--- config.mk ---
export PLATFORM = sky130hd
export DESIGN_NAME = seq_detector_prog
export DESIGN_NICKNAME = d
export VERILOG_FILES = /design/src/rtl/seq_det_pkg.sv /design/src/rtl/seq_detector_prog_sat_counter.sv /design/src/rtl/seq_detector_prog.sv
export SDC_FILE = /design/constraint.sdc
export NUM_CORES = 1
export LEC_CHECK = 0
export CAP_MARGIN = 30
export CORE_MARGIN = 2
export CORE_UTILIZATION = 40
export CTS_BUF_LIST = sky130_fd_sc_hd__clkbuf_16
export CTS_CLUSTER_DIAMETER = 50
export DETAILED_ROUTE_END_ITERATION = 6
export PLACE_DENSITY_LB_ADDON = 0.15
export SYNTH_ARGS = -nofsm -noshare
export SYNTH_HDL_FRONTEND = slang
export SYNTH_SLANG_ARGS = --single-unit
--- constraint.sdc ---
create_clock -name clk -period 3.41 [get_ports clk]
set_clock_uncertainty 0.15 [all_clocks]
set_input_delay 0.682 -clock clk [delete_from_list [all_inputs] [get_ports clk]]
set_output_delay 0.682 -clock clk [all_outputs]
set_load 0.005 [all_outputs]
--- src/rtl/seq_det_pkg.sv ---
// Shared types and helpers for the programmable serial pattern detector.
// The mask helper works on a fixed 32-bit width, so MAX_LEN must not exceed MASK_MAX.
package seq_det_pkg;

    typedef enum logic [1:0] {
        UNCFG = 2'd0,
        FILL  = 2'd1,
        HUNT  = 2'd2
    } state_t;

    localparam int MASK_MAX = 32;

    // Width needed to hold any length from 0 up to max_len inclusive.
    function automatic int len_w_of(input int max_len);
        return $clog2(max_len + 1);
    endfunction

    function automatic logic [MASK_MAX-1:0] len_mask(input int unsigned len);
        logic [MASK_MAX-1:0] m;
        m = '0;
        for (int i = 0; i < MASK_MAX; i++) begin
            m[i] = (i < int'(len));
        end
        return m;
    endfunction

endpackage

--- src/rtl/seq_detector_prog_sat_counter.sv ---
// Saturating up-counter with a synchronous clear that overrides increment.
module sat_counter #(
    parameter int W = 8
) (
    input  logic         clk,
    input  logic         rst,
    input  logic         inc_i,
    input  logic         clr_i,
    output logic [W-1:0] cnt_o
);

    logic [W-1:0] cnt_q;
    logic [W-1:0] cnt_d;

    always_comb begin
        cnt_d = cnt_q;
        if (clr_i) begin
            cnt_d = '0;
        end else if (inc_i && (cnt_q != '1)) begin
            cnt_d = cnt_q + W'(1);
        end
    end

    always_ff @(posedge clk) begin
        if (rst) begin
            cnt_q <= '0;
        end else begin
            cnt_q <= cnt_d;
        end
    end

    assign cnt_o = cnt_q;

endmodule

--- src/rtl/seq_detector_prog.sv ---
// Runtime-programmable serial bit-pattern detector with overlap control,
// registered match pulse and saturating match counter.
module seq_detector_prog
    import seq_det_pkg::*;
#(
    parameter int MAX_LEN = 8,
    parameter int CNT_W   = 8,
    parameter int LEN_W   = len_w_of(MAX_LEN)
) (
    input  logic               clk,
    input  logic               rst,
    input  logic               cfg_we,
    input  logic [MAX_LEN-1:0] cfg_pattern,
    input  logic [LEN_W-1:0]   cfg_len,
    input  logic               cfg_overlap,
    output logic               cfg_err,
    input  logic               din_valid,
    input  logic               din,
    output logic               match,
    output logic [CNT_W-1:0]   match_cnt,
    input  logic               cnt_clr,
    output logic               armed,
    output logic [1:0]         dbg_state_o
);

    // Handshake: din is consumed on any edge where din_valid=1, the block is
    // configured and cfg_we=0; there is no back-pressure, the source never stalls.

    state_t             state_q, state_d;
    logic [MAX_LEN-1:0] hist_q, hist_d;
    logic [MAX_LEN-1:0] pat_q, pat_d;
    logic [LEN_W-1:0]   len_q, len_d;
    logic [LEN_W-1:0]   fill_q, fill_d;
    logic               ovl_q, ovl_d;
    logic               match_q, match_d;
    logic               cfg_err_q, cfg_err_d;

    logic               cfg_legal;
    logic               accept;
    logic               hit;
    logic [MAX_LEN-1:0] len_mask_w;
    logic [MAX_LEN-1:0] hist_next;
    logic [LEN_W-1:0]   fill_next;

    assign len_mask_w = MAX_LEN'(len_mask(32'(len_q)));
    assign hist_next  = MAX_LEN'({hist_q, din});
    assign fill_next  = (fill_q >= len_q) ? len_q : fill_q + LEN_W'(1);

    always_comb begin
        cfg_legal = (cfg_len != '0) && (cfg_len <= LEN_W'(MAX_LEN));
        // A config write always claims the cycle, so the data bit is dropped.
        accept    = din_valid && !cfg_we && (state_q != UNCFG);
        hit       = accept
                    && ((hist_next & len_mask_w) == (pat_q & len_mask_w))
                    && (fill_next >= len_q);
    end

    always_comb begin
        state_d   = state_q;
        hist_d    = hist_q;
        pat_d     = pat_q;
        len_d     = len_q;
        fill_d    = fill_q;
        ovl_d     = ovl_q;
        match_d   = 1'b0;
        cfg_err_d = 1'b0;

        if (cfg_we) begin
            if (cfg_legal) begin
                pat_d   = cfg_pattern;
                len_d   = cfg_len;
                ovl_d   = cfg_overlap;
                hist_d  = '0;
                fill_d  = '0;
                state_d = FILL;
            end else begin
                cfg_err_d = 1'b1;
            end
        end else if (accept) begin
            hist_d  = hist_next;
            fill_d  = fill_next;
            state_d = (fill_next >= len_q) ? HUNT : FILL;
            if (hit) begin
                match_d = 1'b1;
                // Non-overlapping: the matched bits may not seed the next match.
                if (!ovl_q) begin
                    fill_d  = '0;
                    state_d = FILL;
                end
            end
        end
    end

    always_ff @(posedge clk) begin
        if (rst) begin
            state_q   <= UNCFG;
            hist_q    <= '0;
            pat_q     <= '0;
            len_q     <= '0;
            fill_q    <= '0;
            ovl_q     <= 1'b0;
            match_q   <= 1'b0;
            cfg_err_q <= 1'b0;
        end else begin
            state_q   <= state_d;
            hist_q    <= hist_d;
            pat_q     <= pat_d;
            len_q     <= len_d;
            fill_q    <= fill_d;
            ovl_q     <= ovl_d;
            match_q   <= match_d;
            cfg_err_q <= cfg_err_d;
        end
    end

    sat_counter #(
        .W(CNT_W)
    ) u_match_cnt (
        .clk   (clk),
        .rst   (rst),
        .inc_i (match_d),
        .clr_i (cnt_clr),
        .cnt_o (match_cnt)
    );

    assign match       = match_q;
    assign cfg_err     = cfg_err_q;
    assign armed       = (state_q != UNCFG);
    assign dbg_state_o = state_q;

endmodule
; After elaboration in Yosys (flattened, before gate mapping)
; Cells that the tools add are included.
[classes]
n_mul = 0
n_addsub = 2
div_mod_pow = 0
n_bitwise = 3
n_lt_le_gt_ge = 11
n_reduce_logical = 14
n_shift = 0
n_mux = 19
n_eq_ne = 3
[ops]
columns = op, count
row1 = 2-to-1 mux 4 bit, 6
row2 = 2-to-1 mux 7 bit, 3
row3 = AND 8 bit, 2
row4 = less-than comparator 3 x 4 -> 1 bit (first input constant), 4
row5 = 2-to-1 mux 2 bit, 6
row6 = adder 8 x 1 -> 8 bit (second input constant), 1
row7 = equality test 8 bit, 1
row8 = >= comparator 4 bit, 2
row9 = less-than comparator 1 x 4 -> 1 bit (first input constant), 2
row10 = less-than comparator 2 x 4 -> 1 bit (first input constant), 2
row11 = != test 8 bit (second input constant), 1
row12 = logical AND 1 bit, 6
row13 = adder 4 x 1 -> 4 bit (second input constant), 1
row14 = <= comparator 4 bit (second input constant), 1
row15 = 2-to-1 mux 1 bit, 4
row16 = AND reduction 2 bit, 2
row17 = nonzero test 2 bit, 2
row18 = nonzero test 4 bit, 1
row19 = OR reduction 2 bit, 2
row20 = != test 2 x 1 -> 1 bit (second input constant), 1
row21 = zero test 1 bit, 1
row22 = inverter 1 bit, 1
[totals]
mem_bits_ro = 0
reg_bits = 36
elab_cells = 61
n_memories = 0
in_bits = 19
latch_bits = 0
ramBits = 0
out_inout_bits = 13

; Longest topological paths before layout
[logic_depth]
word_depth = 9
mapped_depth = 15

; By module
; From an unflattened synthesis, not the netlist that was laid out.
[unflattened]
hier_cells = 213
hier_area_um2 = 1933.1
[modules_own_cells]
columns = module, n_inst, area_per_inst_um2, cells_each, seq_area_each_um2
row1 = seq_detector_prog, 1, 1497.7, 166, 560.5
row2 = sat_counter, 1, 435.4, 47, 160.2

; Worst setup path after synthesis
; Ideal clock, no wire load.
[synth_path]
kind = register -> register
start = reg len_q[3]
end = reg u_match_cnt.cnt_q[0], in the netlist u_match_cnt.cnt_o[0]
period_less_slack_ns = 3.144
arrival_ns = 2.873
required_ns = 3.138
setup_slack_ns = 0.266
path_stages_with_launch = 16
path_cell_list = dfxtp_1 clkbuf_8 inv_1 ha_1 nand2_1 o21ai_1 nor2_1 a21oi_1 ha_1 or2b_2 a2111o_1 and4_4 nand3_4 buf_6 xor2_1 nor2_1
[synth_between]
elab_chain_len = 9
elab_cells_between_ends = 20
classes_between = order compare (10) / eq/ne (1) / mux (4) / bitwise (2) / reduce/logical (3)
[synth_lines]
columns = element, line_no
row1 = from (decl), seq_detector_prog.sv:32  ; logic [LEN_W-1:0] len_q, len_d;
row2 = from (signal assigned), seq_detector_prog.sv:108  ; len_q <= len_d;
row3 = branches (longest 4 deep; another with >= comparator 4 bit), --
row4 = logical AND 1 bit *, seq_detector_prog.sv:55  ; && (fill_next >= len_q);
row5 = 2-to-1 mux 1 bit *, seq_detector_prog.sv:83  ; if (hit) begin
row6 = 2-to-1 mux 1 bit *, seq_detector_prog.sv:79  ; end else if (accept) begin
row7 = 2-to-1 mux 1 bit *, seq_detector_prog.sv:68  ; if (cfg_we) begin
row8 = logical AND 1 bit *, seq_detector_prog_sat_counter.sv:19  ; end else if (inc_i && (cnt_q != '1)) begin
row9 = to (signal assigned), seq_detector_prog_sat_counter.sv:28  ; cnt_q <= cnt_d;
row10 = to (decl), seq_detector_prog_sat_counter.sv:12  ; logic [W-1:0] cnt_q;
; Mark *: on every way between the ends.
; A chain may end at the register's enable or synchronous reset.

; Worst setup path in the final report
[layout_path]
start = reg fill_q[0]
end = reg u_match_cnt.cnt_q[0], in the netlist u_match_cnt.cnt_o[0]
[layout_between]
elab_chain_len = 8
elab_cells_between_ends = 9
classes_between = add/sub (1) / order compare (2) / mux (4) / reduce/logical (2)
[layout_lines]
columns = element, line_no
row1 = from (decl), seq_detector_prog.sv:33  ; logic [LEN_W-1:0] fill_q, fill_d;
row2 = from (signal assigned), seq_detector_prog.sv:109  ; fill_q <= fill_d;
row3 = adder 4 x 1 -> 4 bit / >= comparator 4 bit (equally long branches), seq_detector_prog.sv:47  ; assign fill_next = (fill_q >= len_q) ? len_q : fill_q + LEN_W'(1);
row4 = 2-to-1 mux 4 bit *, seq_detector_prog.sv:47
row5 = >= comparator 4 bit *, seq_detector_prog.sv:55
row6 = logical AND 1 bit *, seq_detector_prog.sv:55
row7 = 2-to-1 mux 1 bit *, seq_detector_prog.sv:83
row8 = 2-to-1 mux 1 bit *, seq_detector_prog.sv:79
row9 = 2-to-1 mux 1 bit *, seq_detector_prog.sv:68
row10 = logical AND 1 bit *, seq_detector_prog_sat_counter.sv:19
; Every way passes the cells marked *; elsewhere a longest branch is shown, timed or not.

==> impl_metrics.prom <==
# TYPE chip_impl_metric gauge
chip_impl_metric{name="synth_seq_cells",unit=""} 36
chip_impl_metric{name="power.ir.vdd_worst",unit="mV"} 0.2828
chip_impl_info{name="cts-root-buf",value="clkbuf_16"} 1
chip_impl_metric{name="detail_route.wl_per_cell",unit="um"} 13.01
chip_impl_metric{name="design_area",unit="sq mm"} 0.002405
chip_impl_metric{name="worst_slew_margin_rel",unit=""} 0.4978
chip_impl_metric{name="worstSkewPairLatency",unit="ns"} 0.28
chip_impl_metric{name="cp.arrival",unit="ns"} 3.19
chip_impl_metric{name="final_max_slew_viol_count",unit=""} 0
chip_impl_info{name="setup.worst_path.class",value="flop to flop"} 1
chip_impl_metric{name="ant_nets",unit=""} 0
chip_impl_metric{name="worst_path_largest_cell_delay",unit="ns"} 0.43
chip_impl_info{name="min_path_type",value="flop to flop"} 1
chip_impl_metric{name="multi_input_comb_area",unit="sq mm"} 0.001064
chip_impl_metric{name="area_growth_syn_to_layout",unit="%"} 27.37
chip_impl_metric{name="syn_inst",unit=""} 226
chip_impl_metric{name="drt_drc_violations_left",unit=""} 0
chip_impl_metric{name="max_cap_viol_count",unit=""} 0
chip_impl_metric{name="die_area",unit="sq mm"} 0.005286
chip_impl_info{name="post-synth-top-area-cell",value="dfxtp_1"} 1
chip_impl_info{name="rsz_0062_raised_after_global_routing",value="no"} 1
chip_impl_metric{name="placement.io_buffers",unit=""} 31
chip_impl_metric{name="grt_pass1_wl",unit="um"} 7176
chip_impl_metric{name="clkSlewWorstSetupHoldPaths",unit="ns"} 0.05
chip_impl_metric{name="dr.pass1.iters",unit=""} 4
chip_impl_metric{name="hold_buffers",unit=""} 0
chip_impl_info{name="critical_path.cell_chain",value="inv_1, ha_1, nand2b_1, a21oi_1, o21ai_1, nor2_1, a21oi_1, ha_1, or2b_2, a2111o_1, and4_4, nand3_4, xor2_1, nor2_1"} 1
chip_impl_metric{name="antennaDiodeCount",unit=""} 0
chip_impl_metric{name="power_density",unit="mW/mm^2"} 452.6
chip_impl_metric{name="synth_sequential_area_ratio",unit=""} 0.3817
chip_impl_metric{name="share_of_the_synthesized_area_in_the_top_cell_type",unit=""} 0.3817
chip_impl_metric{name="die_y",unit="um"} 72.71
chip_impl_metric{name="timing.final.setup_violations",unit=""} 0
chip_impl_info{name="status",value="finished clean"} 1
chip_impl_metric{name="drt_iter0_markers",unit=""} 97
chip_impl_metric{name="fp.dieW",unit="um"} 72.71
chip_impl_info{name="startpoint",value="fill_q[0]"} 1
chip_impl_info{name="most-common-layout-cells",value="42 x nand2_1, 36 x dfxtp_1, 31 x clkdlybuf4s50_1, 29 x a21oi_1, 17 x nand3_1"} 1
chip_impl_metric{name="place_congestion",unit=""} 0.8625
chip_impl_metric{name="start_util",unit=""} 0.4248
chip_impl_metric{name="floorplan.io_pins",unit=""} 32
chip_impl_metric{name="detail_routed_via_count_per_cell",unit=""} 5.250
chip_impl_info{name="start_kind",value="flop"} 1
chip_impl_info{name="worst_path_dominant_cell_family",value="compound AO/OA/AOI/OAI gates"} 1
chip_impl_metric{name="number_of_endpoints_with_negative_hold_slack_in_the_final_report",unit=""} 0
chip_impl_metric{name="critical_path_peak_fanout",unit=""} 15
chip_impl_metric{name="placed_cells_incl_taps",unit=""} 304
chip_impl_metric{name="fin_crit_sh",unit=""} 0.9278
chip_impl_metric{name="final_layout_size_suffix_gt1_frac",unit=""} 0.1000
chip_impl_metric{name="n_fill_cell",unit=""} 422
chip_impl_metric{name="max-clock-path-buffers",unit=""} 2
chip_impl_metric{name="overall_via_count_from_detail_route",unit=""} 1638
chip_impl_metric{name="hpwl",unit="um"} 2848
chip_impl_metric{name="max_freq",unit="GHz"} 0.3161
chip_impl_metric{name="antenna_found_initial",unit=""} 0
chip_impl_metric{name="timing.critical_path.buf_inv",unit=""} 1
chip_impl_info{name="worst_hold_startpoint",value="pat_q[3]"} 1
chip_impl_metric{name="clock-sinks",unit=""} 36
chip_impl_metric{name="grt_max_degree",unit=""} 27
chip_impl_metric{name="numCtsBuffers",unit=""} 5
chip_impl_metric{name="grt_usage",unit=""} 0.1736
chip_impl_info{name="category_of_the_worst_setup_path_capture_point",value="flop"} 1
chip_impl_info{name="layout_commonest_cell",value="nand2_1"} 1
chip_impl_metric{name="mappedNetlistNets",unit=""} 255
chip_impl_metric{name="post_cts.resized_instances",unit=""} 0
chip_impl_metric{name="postSynthAreaPerCell",unit="sq um"} 8.354
chip_impl_metric{name="slew_of_the_pin_with_the_lowest_slew_margin",unit="ns"} 0.7475
chip_impl_metric{name="mappedNetlistArea",unit="sq mm"} 0.001888
chip_impl_metric{name="yosysWarnings",unit=""} 0
chip_impl_metric{name="ys_types",unit=""} 44
chip_impl_metric{name="place_area",unit="sq mm"} 0.002242
chip_impl_metric{name="grt-ovfl-total",unit=""} 0
chip_impl_metric{name="setup_total_negative_slack",unit="ns"} 0
chip_impl_metric{name="leakagePower",unit="nW"} 0.9148
chip_impl_info{name="synth_top_cells_by_area",value="dfxtp_1 38%, nand2_1 8.3%, a21oi_1 7.7%, ha_1 6.6%, nand3_1 4.5%"} 1
chip_impl_metric{name="finalWorstPathRequiredPeriod",unit="ns"} 3.164
chip_impl_metric{name="finalWirelength",unit="um"} 4058
chip_impl_metric{name="core",unit="sq mm"} 0.004444
chip_impl_metric{name="final_cells",unit=""} 312
chip_impl_metric{name="core.rowCount",unit=""} 24
chip_impl_info{name="crit_path_max_delay_cell_type",value="a2111o_1"} 1
chip_impl_metric{name="required",unit="ns"} 3.43
chip_impl_metric{name="regArea",unit="sq um"} 720.7
chip_impl_metric{name="num-nets-final",unit=""} 288
chip_impl_metric{name="number_of_h_tree_levels",unit=""} 2
chip_impl_metric{name="post-cts-setup-buffer-count",unit=""} 0
chip_impl_info{name="crit-reg2reg-launch",value="fill_q[0]"} 1
chip_impl_metric{name="first_global_vias",unit=""} 1571
chip_impl_info{name="clock_tree_from_tritoncts",value="done"} 1
[cells by family (layout without fill, tap and decap cells)]
group           count (synthesis)  after routing  share of synthesized area
compound gates                 53             53                     0.1836
flops                          36             36                     0.3817
xor+xnor                       12             12                    0.05567
simple gates                   94             94                     0.2518
mux                             1              1                   0.005964
fa+ha+maj                      10             10                    0.06627
buf+inv                        20             54                    0.05500
[layer usage]
metal / track usage / vias to the layer above / part of all wire
met3: 0.04144 / 8 / 0.031
met1: 0.2252 / 746 / 0.48
met5: 0 / - / 0
met4: 0.07407 / 0 / 0.019
met2: 0.2758 / 25 / 0.47
li1: - / 859 / -
[stage by stage]
| stage | total power (W) | utilization | worst slack, ns | hold slack (ns) |
|---|---|---|---|---|
| floorplan | 0.0005360 | - | 0.2656 | 0.2910 |
| global placement | 0.0005875 | 0.5045 | 0.2883 | 0.3070 |
| detailed placement | 0.0005871 | 0.5045 | 0.2697 | 0.3113 |
| CTS | 0.001096 | 0.5411 | 0.2462 | 0.3188 |
| global route | 0.001129 | 0.5411 | 0.008572 | 0.3384 |
| finish | 0.001088 | 0.5411 | 0.2461 | 0.3155 |
[where the power goes]
group	internal [W]	total, W	leakage, nW	switching, W
combinational	0.0000676	0.000139	0.544	0.0000714
sequential	0.000432	0.000440	0.292	0.00000774
clock	0.000339	0.000509	0.0789	0.000170
[layout make-up]
type / instances / share of cell area
clock inverters: 3 / 0.01561
inverters: 8 / 0.01249
multi-input cells: 170 / 0.4422
clock buffers: 5 / 0.05203
well taps: 52 / 0.02706
flip-flops and latches: 36 / 0.2997
repair buffers: 38 / 0.1509
[cells in the mapped netlist, drive strengths merged]
| cell type | n |
|---|---|
| nand3b | 1 |
| a21oi | 29 |
| or2b | 2 |
| nor2 | 8 |
| a2111oi | 1 |
| or2 | 1 |
| a31oi | 1 |
| xor2 | 8 |
| nor4b | 1 |
| mux2 | 1 |
| nor3b | 2 |
| inv | 8 |
| buf | 3 |
| ha | 10 |
| o22ai | 1 |
| o32ai | 1 |
| o21ai | 10 |
| and4 | 1 |
| or3 | 7 |
| a2111o | 1 |
| o2bb2ai | 1 |
| nand2b | 2 |
| or4 | 2 |
| a222oi | 1 |
| nand3 | 18 |
| and2 | 1 |
| o211a | 1 |
| a211o | 1 |
| o211ai | 1 |
| xnor2 | 4 |
| nor3 | 3 |
| a32o | 3 |
| and3 | 3 |
| nand2 | 42 |
| dfxtp | 36 |
| clkbuf | 9 |
| a22oi | 1 |
[state kept, by name (all words and copies together) (netlist names)]
name / cells
pat_q: 8
u_match_cnt.cnt_o: 8
hist_q: 7
fill_q: 4
len_q: 4
dbg_state_o: 2
cfg_err: 1
match: 1
ovl_q: 1
[path summary, 6_finish.rpt]
kind / to / slack, ns / depth (start not counted)
worst min-delay path: pat_q[3] / 0.32 / 2
worst max-delay path: u_match_cnt.cnt_o[0] / 0.25 / 14
worst min register to register: pat_q[3] / 0.32 / 2
worst max register to register: u_match_cnt.cnt_o[0] / 0.25 / 14
[tightest hold or removal path, delay by kind of cell (launching register included)]
family,cells,cell delay [ns]
AND/OR/NAND/NOR,1,0.05
AO/OA/AOI/OAI,1,0.05
flip-flops,1,0.31
(Power assumes the default switching activity.)
